<file path="config.mk">
export PLATFORM = sky130hd
export DESIGN_NAME = mult_acc
export DESIGN_NICKNAME = d
export VERILOG_FILES = /design/src/rtl/mult_acc.sv
export SDC_FILE = /design/constraint.sdc
export NUM_CORES = 1
export LEC_CHECK = 0
export CORE_ASPECT_RATIO = 0.75
export CORE_MARGIN = 2
export CORE_UTILIZATION = 59
export CTS_CLUSTER_DIAMETER = 40
export DETAILED_ROUTE_END_ITERATION = 16
export PLACE_DENSITY = 0.94
export SETUP_SLACK_MARGIN = 0.2
export SLEW_MARGIN = 10
export SYNTH_ARGS = -nofsm -noshare
export SYNTH_HDL_FRONTEND = slang
export SYNTH_SLANG_ARGS = --single-unit
</file>
<file path="constraint.sdc">
create_clock -name clk -period 6.3 [get_ports clk]
set_input_delay 0.63 -clock clk [delete_from_list [all_inputs] [get_ports clk]]
set_output_delay 0.63 -clock clk [all_outputs]
set_load 0.1 [all_outputs]
</file>
<file path="src/rtl/mult_acc.sv">
// Frame accumulator behind the 8x8 multiplier: sums LEN products per frame and
// hands the sum out via valid/ready. Define MULT_ACC_SAT_EN for saturating sums with an ovf flag.
module mult_acc #(
  parameter int unsigned LEN  = 8,
  parameter int unsigned ACCW = 19
) (
  input  logic            clk,
  input  logic            rst,
  input  logic            start,
  input  logic [15:0]     prod,
  input  logic            in_valid,
  output logic            in_ready,
  output logic [ACCW-1:0] sum,
  output logic            out_valid,
  input  logic            out_ready,
  output logic            ovf,
  output logic            busy
);

  localparam int unsigned CNTW = 8;
  localparam int unsigned SUMW = ACCW + 1;
  localparam logic [CNTW-1:0] LAST = CNTW'(LEN - 1);

  typedef enum logic [1:0] {S_IDLE, S_ACC, S_DONE} state_t;

  state_t          state, state_nxt;
  logic [ACCW-1:0] acc, acc_nxt, acc_add, sum_nxt;
  logic [CNTW-1:0] cnt, cnt_nxt;
  logic            ovf_add, ovf_nxt;
  logic            in_ready_nxt, out_valid_nxt, busy_nxt;

`ifdef MULT_ACC_SAT_EN
  logic [SUMW-1:0] sum_wide;
  assign sum_wide = {1'b0, acc} + SUMW'(prod);

  // Once a carry is seen the accumulator pins at full scale for the rest of the frame.
  always_comb begin
    acc_add = sum_wide[ACCW-1:0];
    ovf_add = ovf;
    if (sum_wide[ACCW] || ovf) begin
      acc_add = '1;
      ovf_add = 1'b1;
    end
  end
`else
  assign acc_add = acc + ACCW'(prod);
  assign ovf_add = 1'b0;
`endif

  always_ff @(posedge clk or posedge rst) begin
    if (rst) begin
      state     <= S_IDLE;
      acc       <= '0;
      cnt       <= '0;
      sum       <= '0;
      ovf       <= 1'b0;
      in_ready  <= 1'b0;
      out_valid <= 1'b0;
      busy      <= 1'b0;
    end else begin
      state     <= state_nxt;
      acc       <= acc_nxt;
      cnt       <= cnt_nxt;
      sum       <= sum_nxt;
      ovf       <= ovf_nxt;
      in_ready  <= in_ready_nxt;
      out_valid <= out_valid_nxt;
      busy      <= busy_nxt;
    end
  end

  // Next-state and registered-output logic; in_ready/busy follow the next state.
  always_comb begin
    state_nxt     = state;
    acc_nxt       = acc;
    cnt_nxt       = cnt;
    sum_nxt       = sum;
    ovf_nxt       = ovf;
    out_valid_nxt = out_valid;
    case (state)
      S_IDLE: begin
        if (start) begin
          state_nxt = S_ACC;
          acc_nxt   = '0;
          cnt_nxt   = '0;
          ovf_nxt   = 1'b0;
        end
      end
      S_ACC: begin
        if (in_valid && in_ready) begin
          acc_nxt = acc_add;
          ovf_nxt = ovf_add;
          cnt_nxt = cnt + CNTW'(1);
          if (cnt == LAST) begin
            state_nxt     = S_DONE;
            sum_nxt       = acc_add;
            out_valid_nxt = 1'b1;
          end
        end
      end
      S_DONE: begin
        if (out_ready) begin
          state_nxt     = S_IDLE;
          out_valid_nxt = 1'b0;
        end
      end
      default: state_nxt = S_IDLE;
    endcase
    in_ready_nxt = (state_nxt == S_ACC);
    busy_nxt     = (state_nxt != S_IDLE);
  end

endmodule
</file>
==> impl_metrics.tcl, run 1 <==
set metrics [dict create \
    drive_gt1_share_pct 7.03 \
    worst_pin_slew_ps 1030 \
    min_period_over_period_pct 43.9 \
    die_x_microns 87.2 \
    start_util_pct 61.8 \
    antenna_found_initial 0 \
    ys_warn_count 0 \
    gp_congestion 0.965 \
    cp.depth 10 \
    nNetsFinal 408 \
    clock_path_buffers 2 \
    yosys.area.top_type "dfrtp_1" \
    synth.most_common_cell "dfrtp_1" \
    path_clk_slew_ps 90 \
    total_power_mw 2.08 \
    post_cts_resized 0 \
    dr_total_vias 2652 \
    end_kind "register" \
    n_antenna_cell 0 \
    clkSinkCount 51 \
    worstPathCellList "clkdlybuf4s50_1 -> ha_1 -> inv_1 -> fa_1 -> nand2b_1 -> a21oi_1 -> nor2b_1 -> o41ai_1 -> xnor2_1 -> o21ai_1" \
    antenna_left 0 \
    first_iter_violations 143 \
    wirelength_mm 6.80 \
    clockRootBuffer "clkbuf_8" \
    whs_path_depth 2 \
    status "finished, final reports clean" \
    worst_ep_required_time_ps 6470 \
    cp.buffers_inverters 2 \
    firstDrtPassIters 4 \
    rsz0062_at_grt "false" \
    seqCellArea_sq_um 1280 \
    hold_class "reg -> reg" \
    drc 0 \
    synth_nets 373 \
    use_met2_pct 40.3 \
    multi_input_area_sq_um 1670 \
    postCtsHoldBufs 0 \
    die-area_sq_um 5790 \
    die_h_microns 66.4 \
    finalSetupViolCount 0 \
    core.rowCount 22 \
    holdWs_ps 494 \
    netlist_area_sq_um 3060 \
    ys_ff_latch 51 \
    stdcell_area_sq_um 3600 \
    grt.busiest_layer "met2" \
    fin_crit_ps 2760 \
    pwr_density_cell_nw_per_um2 579 \
    synth_area_leaders "dfrtp_1 (42%), ha_1 (6.9%), o21ai_0 (5.9%), nand2_1 (5.1%), nand3_1 (3.8%)" \
    synth_ff_type "dfrtp_1" \
    place_area_sq_um 3480 \
    gr-total-overflow 0 \
    grt_pass1_vias 2605 \
    postCtsSetupBuffers 0 \
    startpoint_type "input port" \
    yosys-top-cells-count "dfrtp_1 (51), nand2_1 (42), o21ai_0 (36)" \
    r2r_cells 6 \
    use_met3_pct 4.74 \
    crit_fanout 4 \
    pin_count 44 \
    clk_latency_ps 310 \
    fin_worst_skew_ps 4.20 \
    grt_first_pass_wirelength_mm 11.7 \
    r2r-end "sum[17]$_DFFE_PP0P_" \
    n_fill_cell 364 \
    cpPeakStageDelay_ps 480 \
    synthDominantCellAreaShare_pct 41.6 \
    crit_path_start "prod[0]" \
    io_buffers 42 \
    cp_top_family "compound AO/OA/AOI/OAI gates" \
    r2r_slack_ps 3960 \
    yosysSeqAreaShare_pct 41.6 \
    endpoint "sum[14]$_DFFE_PP0P_" \
    tns_ps 0 \
    coreArea_sq_um 4950 \
    synth_area_per_cell_sq_um 9.17 \
    cts_tree "yes" \
    cts_made_buffers 5 \
    regToRegStartpoint "cnt[4]$_DFFE_PP0P_" \
    worstSetupPathType "in -> reg" \
    hold_viol_final 0 \
    arrival_ps 2940 \
    synth.distinct_cells 61 \
    drv_cap 0 \
    wl_per_cell_microns 15.8 \
    slew_viol_final 0 \
    syn_inst 334 \
    leakage_nw 1.55 \
    avgViaCountPerCell 6.17 \
    grt_max_degree 52 \
    slew_headroom_pct 31.3 \
    cp_slowest_cell "clkdlybuf4s50_1" \
    hpwlAfterDp_mm 4.82 \
    grt_usage_pct 25.7 \
    fmax_mhz 362 \
    areaGrowthSynthToFinish_pct 17.5 \
    use_met1_pct 35.8 \
    synth_enable_flop_cells 0 \
    peakVddDrop_v 0.000339 \
    async_flop_share_pct 100 \
    ctsHtreeMaxLevel 2 \
]
-- flip-flops by register name, summed over array words and instances (netlist names) --
register   count
cnt            8
out_valid      1
state          2
in_ready       1
acc           19
busy           1
sum           19
-- kinds of logic (layout without fill, tap and decap cells) --
logic type | after synthesis | after routing | synth area share (%)
flip-flops | 51 | 51 | 41.6
adder cells (fa/ha/maj) | 18 | 18 | 7.59
AO/OA/AOI/OAI | 100 | 100 | 20.9
multiplexers | 2 | 2 | 0.817
buffers and inverters | 25 | 61 | 4.00
XOR/XNOR | 17 | 17 | 4.86
AND/OR/NAND/NOR | 120 | 120 | 20.1
other | 1 | 1 | 0.122
-- per-layer routing --
metal	share of wire (%)	vias to the layer above
met1	46	1279
met2	46	89
li1	-	1271
met5	0	-
met4	1.6	0
met3	6.3	13
-- metrics by stage --
step	std cells	util [%]	worst slack (ps)
2_1_floorplan	334	-	3930
3_3_place_gp	422	70.3	3320
3_5_place_dp	422	70.3	3210
4_1_cts	430	72.7	3530
5_1_grt	430	72.7	3360
6_report	430	72.7	3540
-- final cells by class --
cell class                      instances  area share, %
Multi-Input combinational cell        258           46.3
Sequential cell                        51           35.5
Timing Repair Buffer                   43           11.9
Clock buffer                            6           2.29
Tap cell                               60           2.09
Inverter                               10           1.04
Clock inverter                          2          0.973
-- tightest hold or removal path: cells and delay by family, from the launching register on --
kind	cells	cell delay [ps]
AND/OR/NAND/NOR	1	40
AO/OA/AOI/OAI	1	60
flip-flops	1	350
-- power breakdown --
group	internal (mW)	switching (mW)
clock network	0.129	0.111
registers	0.460	0.100
logic	0.395	0.889
total	0.983	1.10
-- worst min path at each step --
stage	from	to	slack, ps
final	sum[7]$_DFFE_PP0P_	sum[7]$_DFFE_PP0P_	490
after detailed placement	sum[5]$_DFFE_PP0P_	sum[5]$_DFFE_PP0P_	480
after CTS	sum[5]$_DFFE_PP0P_	sum[5]$_DFFE_PP0P_	500
after global placement	sum[4]$_DFFE_PP0P_	sum[4]$_DFFE_PP0P_	460
after global routing	sum[5]$_DFFE_PP0P_	sum[5]$_DFFE_PP0P_	530
after floorplan	acc[13]$_DFFE_PP0P_	acc[13]$_DFFE_PP0P_	450
-- cells in the final DEF, fill, tap and decap left out, types with 5 or more instances in the layout --
cell type | synthesis | layout
a21oi_1 | 20 | 20
clkbuf_8 | 0 | 6
clkdlybuf4s50_1 | 0 | 42
dfrtp_1 | 51 | 51
ha_1 | 17 | 17
inv_1 | 10 | 9
nand2_1 | 42 | 42
nand3_1 | 23 | 23
nand4_1 | 5 | 5
nor2_1 | 15 | 15
nor3_1 | 8 | 8
o21a_1 | 5 | 5
o21ai_0 | 36 | 36
o21ai_1 | 10 | 10
xnor2_1 | 7 | 7
xor2_1 | 10 | 10
Power figures use the tool's default switching activity.
==> inputs of run 2 (changes only) <==
--- a/config.mk
+++ b/config.mk
@@ -7,10 +7,10 @@
 export LEC_CHECK = 0
 export CORE_ASPECT_RATIO = 0.75
 export CORE_MARGIN = 2
-export CORE_UTILIZATION = 59
+export CORE_UTILIZATION = 49
 export CTS_CLUSTER_DIAMETER = 40
 export DETAILED_ROUTE_END_ITERATION = 16
-export PLACE_DENSITY = 0.94
+export PLACE_DENSITY = 0.84
 export SETUP_SLACK_MARGIN = 0.2
 export SLEW_MARGIN = 10
 export SYNTH_ARGS = -nofsm -noshare
==> constraint.sdc (replaced) <==
create_clock -name clk -period 2.5 [get_ports clk]
set_input_delay 0.25 -clock clk [delete_from_list [all_inputs] [get_ports clk]]
set_output_delay 0.25 -clock clk [all_outputs]
set_load 0.1 [all_outputs]
==> run 2 against run 1 <==
Setup slack worse by 3300 ps; register-to-register slack worse by 3700 ps; largest power group unchanged; die area is 19% higher; sequential share of layout area is 0.78 points lower; non-clock buffer count is 14 higher; largest cell class unchanged; wire length is 1.6% higher; clock skew is 5.9 ps higher.
==> impl_metrics.tcl, run 2 (synthesis results as in run 1) <==
set metrics [dict create \
    hpwlAfterDp_mm 5.14 \
    cts_tree "yes" \
    areaGrowthSynthToFinish_pct 20.1 \
    antenna_found_initial 0 \
    clock_path_buffers 2 \
    grt_pass1_vias 2508 \
    end_kind "register" \
    slew_viol_final 0 \
    worst_slack_ps 280 \
    pwr_density_cell_nw_per_um2 1440 \
    nNetsFinal 422 \
    die-area_sq_um 6910 \
    clk_latency_ps 300 \
    grt_usage_pct 21.5 \
    hold_class "in -> async" \
    wl_per_cell_microns 15.0 \
    largestRegisters "acc: 19 flops, sum: 19 flops, cnt: 8 flops" \
    r2r-end "acc[15]$_DFFE_PP0P_" \
    drive_gt1_share_pct 17.0 \
    r2r_slack_ps 280 \
    die_h_microns 72.5 \
    tns_ps 0 \
    grt_first_pass_wirelength_mm 11.7 \
    final_core_util_pct 62.2 \
    final_cell_mix "dfrtp_1 (51), nand2_1 (42), buf_4 (37), o21ai_0 (36), nand3_1 (23)" \
    fin_worst_skew_ps 10.1 \
    total_power_mw 5.30 \
    cp_slowest_cell "o21ai_0" \
    start_util_pct 51.8 \
    drc 0 \
    cp.buffers_inverters 0 \
    status "finished, final reports clean" \
    cp.depth 7 \
    r2r_cells 7 \
    wirelength_mm 6.91 \
    core.rowCount 24 \
    layout_commonest_cell "dfrtp_1" \
    gp_congestion 0.865 \
    crit_fanout 5 \
    worstPathCellList "ha_1 -> a21oi_1 -> nand2_1 -> o21a_1 -> o21ai_0 -> a211oi_2 -> o21ai_0" \
    stdcell_count 461 \
    arrival_ps 2440 \
    placedCellCount 454 \
    regToRegStartpoint "acc[4]$_DFFE_PP0P_" \
    gr-total-overflow 0 \
    worstSetupPathType "reg -> reg" \
    rsz0062_at_grt "false" \
    clockRootBuffer "clkbuf_8" \
    fmax_mhz 450 \
    finalSetupViolCount 0 \
    leakage_nw 1.64 \
    hold_viol_final 0 \
    worst_ep_required_time_ps 2720 \
    dp_slack_ps -24.6 \
    cpMostUsedCell "o21ai_0" \
    first_iter_violations 155 \
    min_period_over_period_pct 88.8 \
    peakVddDrop_v 0.000722 \
    io_buffers 42 \
    cpPeakStageDelay_ps 480 \
    cp_top_family "compound AO/OA/AOI/OAI gates" \
    postCtsHoldBufs 0 \
    die_x_microns 95.3 \
    clkSinkCount 51 \
    firstDrtPassIters 4 \
    avgViaCountPerCell 5.72 \
    slew_headroom_pct 59.5 \
    grt_max_degree 40 \
    pin_count 44 \
    coreArea_sq_um 5920 \
    dr_total_vias 2637 \
    drv_cap 0 \
    cts_made_buffers 5 \
    startpoint_type "register" \
    n_fill_cell 502 \
    ctsHtreeMaxLevel 2 \
    antenna_left 0 \
    n_antenna_cell 0 \
    worst_pin_slew_ps 592 \
    path_clk_slew_ps 90 \
    fin_crit_ps 2220 \
]
## run 2: worst max path at each step
stage / from / to / slack, ps
6_report: acc[4]$_DFFE_PP0P_ / acc[15]$_DFFE_PP0P_ / 280
5_1_grt: acc[10]$_DFFE_PP0P_ / sum[15]$_DFFE_PP0P_ / 180
4_1_cts: prod[0] / sum[14]$_DFFE_PP0P_ / 310
3_5_place_dp: prod[0] / acc[14]$_DFFE_PP0P_ / -20
3_3_place_gp: prod[0] / sum[14]$_DFFE_PP0P_ / 50
2_1_floorplan: in_ready$_DFF_PP0_ / cnt[7]$_DFFE_PP0P_ / 310
## run 2: per-stage QoR
step / hold slack, ps / area, sq um
final: 309 / 3680
after global routing: 355 / 3680
after CTS: 321 / 3660
after detailed placement: 475 / 3550
after global placement: 462 / 3550
after floorplan: 358 / 3060
## run 2: layout make-up
cell class	count	area (sq um)	share of cell area [%]
Multi-Input combinational cell	258	1690	45.8
Sequential cell	51	1280	34.7
Timing Repair Buffer	57	478	13.0
Tap cell	78	97.6	2.65
Clock buffer	5	68.8	1.87
Clock inverter	2	37.5	1.02
Inverter	10	37.5	1.02
## run 2: what timing repair did
item                                    CTS  global route
buffers inserted                          0             0
endpoints found under the setup margin    0             6
gates resized for setup                   0             4
## run 2: power breakdown
part / total, mW / internal [mW] / switching, mW / leakage (nW)
clock network: 0.561 / 0.293 / 0.268 / 0.0502
registers: 1.41 / 1.16 / 0.251 / 0.639
logic: 3.33 / 1.05 / 2.28 / 0.948
total: 5.30 / 2.50 / 2.80 / 1.64
## run 2: layer usage
layer	wire (microns)	global-route usage [%]	share of wire, %
met1	3340	30.7	48
met2	3150	35.0	46
met3	388	3.84	5.6
met4	36	3.70	0.52
met5	0	0	0
==> inputs of run 3 (changes only) <==
--- a/config.mk
+++ b/config.mk
@@ -5,11 +5,12 @@
 export SDC_FILE = /design/constraint.sdc
 export NUM_CORES = 1
 export LEC_CHECK = 0
-export CORE_ASPECT_RATIO = 0.75
+export CORE_ASPECT_RATIO = 1.4
 export CORE_MARGIN = 2
 export CORE_UTILIZATION = 49
 export CTS_CLUSTER_DIAMETER = 40
 export DETAILED_ROUTE_END_ITERATION = 16
+export HOLD_SLACK_MARGIN = 0.12
 export PLACE_DENSITY = 0.84
 export SETUP_SLACK_MARGIN = 0.2
 export SLEW_MARGIN = 10
==> run 3 against run 2 <==
First-iteration DRC count is 10% lower; clock-buffer cell count is 1 higher; sequential cell count stayed put; combinational power hardly changed; critical path depth is 1 higher; clock power hardly changed; sequential share of layout area hardly changed; critical path type unchanged; critical endpoint unchanged; largest cell class unchanged.
==> impl_metrics.tcl, run 3 (synthesis results as in run 1) <==
set metrics [dict create \
    hold_viol_final 0 \
    power.share.sequential_pct 26.3 \
    grt_pass1_vias 2743 \
    layout_commonest_cell "dfrtp_1" \
    antenna_left 0 \
    worstSetupPathType "reg -> reg" \
    internal-power_mw 2.54 \
    avgViaCountPerCell 5.75 \
    grt_usage_pct 21.6 \
    arrival_ps 2390 \
    r2r_cells 8 \
    gr-total-overflow 0 \
    worst_pin_slew_ps 640 \
    wl_met3_microns 286 \
    peakVddDrop_v 0.000777 \
    fin_crit_ps 2220 \
    hold_class "in -> async" \
    pin_count 44 \
    largestRegisters "acc: 19 flops, sum: 19 flops, cnt: 8 flops" \
    crit_fanout 5 \
    coreArea_sq_um 6130 \
    pwr_density_cell_nw_per_um2 1440 \
    path_clk_slew_ps 90 \
    switching_share_pct 52.3 \
    n_antenna_cell 0 \
    cts_made_buffers 5 \
    fmax_mhz 451 \
    firstDrtPassIters 4 \
    grt_first_pass_wirelength_mm 12.2 \
    fin_worst_skew_ps 9.34 \
    cp_slowest_cell "dfrtp_1" \
    die_x_microns 70.8 \
    worst_ep_required_time_ps 2670 \
    final_cell_mix "dfrtp_1 (51), nand2_1 (42), buf_4 (40), o21ai_0 (36), nand3_1 (23)" \
    r2r-end "acc[15]$_DFFE_PP0P_" \
    wl_per_cell_microns 14.8 \
    status "finished, final reports clean" \
    leakage_nw 1.66 \
    startpoint_type "register" \
    met1_length_mm 2.96 \
    cts_tree "yes" \
    comb_power_share_pct 63.1 \
    drive_gt1_share_pct 16.6 \
    finalSetupViolCount 0 \
    cp.buffers_inverters 1 \
    nNetsFinal 425 \
    min_period_over_period_pct 88.7 \
    io_buffers 42 \
    clockRootBuffer "clkbuf_8" \
    gp_congestion 0.878 \
    wirelength_mm 6.80 \
    end_kind "register" \
    areaGrowthSynthToFinish_pct 20.3 \
    core.rowCount 34 \
    slew_viol_final 0 \
    clk_latency_ps 310 \
    postCtsHoldBufs 0 \
    r2r_slack_ps 280 \
    first_iter_violations 139 \
    slew_headroom_pct 57.4 \
    drv_cap 0 \
    antenna_found_initial 0 \
    cpPeakStageDelay_ps 400 \
    dr_total_vias 2634 \
    final_core_util_pct 60.2 \
    die_h_microns 97.6 \
    cpMostUsedCell "o21ai_0" \
    worstPathCellList "ha_1 -> nand3_1 -> nor2_1 -> o21a_1 -> o21ai_0 -> a211oi_1 -> buf_4 -> o21ai_0" \
    routed.top_layer "met4" \
    die-area_sq_um 6910 \
    grt_max_degree 52 \
    cp_top_family "compound AO/OA/AOI/OAI gates" \
    power_switching_mw 2.78 \
    ctsHtreeMaxLevel 2 \
    dr_wl_met2_mm 3.43 \
    holdWs_ps 411 \
    hpwlAfterDp_mm 4.93 \
    clkSinkCount 51 \
    rsz0062_at_grt "false" \
    n_fill_cell 525 \
    clock_path_buffers 2 \
    clkPwrFrac_pct 10.6 \
    drc 0 \
    regToRegStartpoint "acc[3]$_DFFE_PP0P_" \
    start_util_pct 50.0 \
]
## run 3: cell types whose count changed in the layout (fill, tap and decap cells not counted), sizes merged
cell,change
clkinvlp,-1
buf,+3
clkbuf,+1
## run 3: stage by stage
stage / setup TNS (ps) / std cells / power, mW / setup WS [ps] / cell area (sq um)
floorplan: 0 / 334 / 3.94 / 308 / 3060
global placement: 0 / 451 / 4.63 / 20.5 / 3570
detailed placement: -194 / 451 / 4.73 / -100 / 3570
CTS: 0 / 458 / 5.31 / 216 / 3670
global route: 0 / 458 / 5.71 / 202 / 3680
finish: 0 / 458 / 5.31 / 283 / 3680
## run 3: cell type report
cell class	count	area [sq um]	area share (%)
Multi-Input combinational cell	258	1680	45.5
Sequential cell	51	1280	34.6
Timing Repair Buffer	60	500	13.6
Tap cell	72	90.1	2.44
Clock buffer	6	72.6	1.97
Inverter	10	37.5	1.02
Clock inverter	1	30.0	0.815
## run 3: what timing repair did
| action | CTS | global route |
|---|---|---|
| setup buffers | 0 | 0 |
| endpoints found under the setup margin | 0 | 3 |
| hold endpoints to repair | 0 | 0 |
| resized for setup | 0 | 2 |
## run 3: how the worst max path moves through the flow
stage,slack [ps],end,cells after the start,start
after floorplan,310,cnt[7]$_DFFE_PP0P_,7,in_ready$_DFF_PP0_
after global placement,20,sum[14]$_DFFE_PP0P_,10,prod[0]
after detailed placement,-100,sum[14]$_DFFE_PP0P_,10,prod[0]
after CTS,220,sum[14]$_DFFE_PP0P_,10,prod[0]
after global routing,200,acc[15]$_DFFE_PP0P_,8,acc[3]$_DFFE_PP0P_
final,280,acc[15]$_DFFE_PP0P_,8,acc[3]$_DFFE_PP0P_
## run 3: power groups by stage
stage          Combinational [mW]  Clock (mW)  Sequential [mW]
5_1_grt                      3.64       0.612             1.45
3_3_place_gp                 3.23           0             1.40
4_1_cts                      3.33       0.574             1.40
6_report                     3.35       0.561             1.40
2_1_floorplan                1.63           0             2.30
3_5_place_dp                 3.31           0             1.41
## run 3: worst register-to-register path: stages (launching register included)
cell and delay, ps:
dfrtp_1 400, ha_1 370, nand3_1 90, nor2_1 230, o21a_1 270, o21ai_0 150
a211oi_1 300, buf_4 180, o21ai_0 80
## run 3: layer usage
metal	vias up	global-route usage, %
met1	1248	26.4
met3	9	3.73
met2	67	37.2
li1	1310	-
met4	0	8.42
met5	-	0
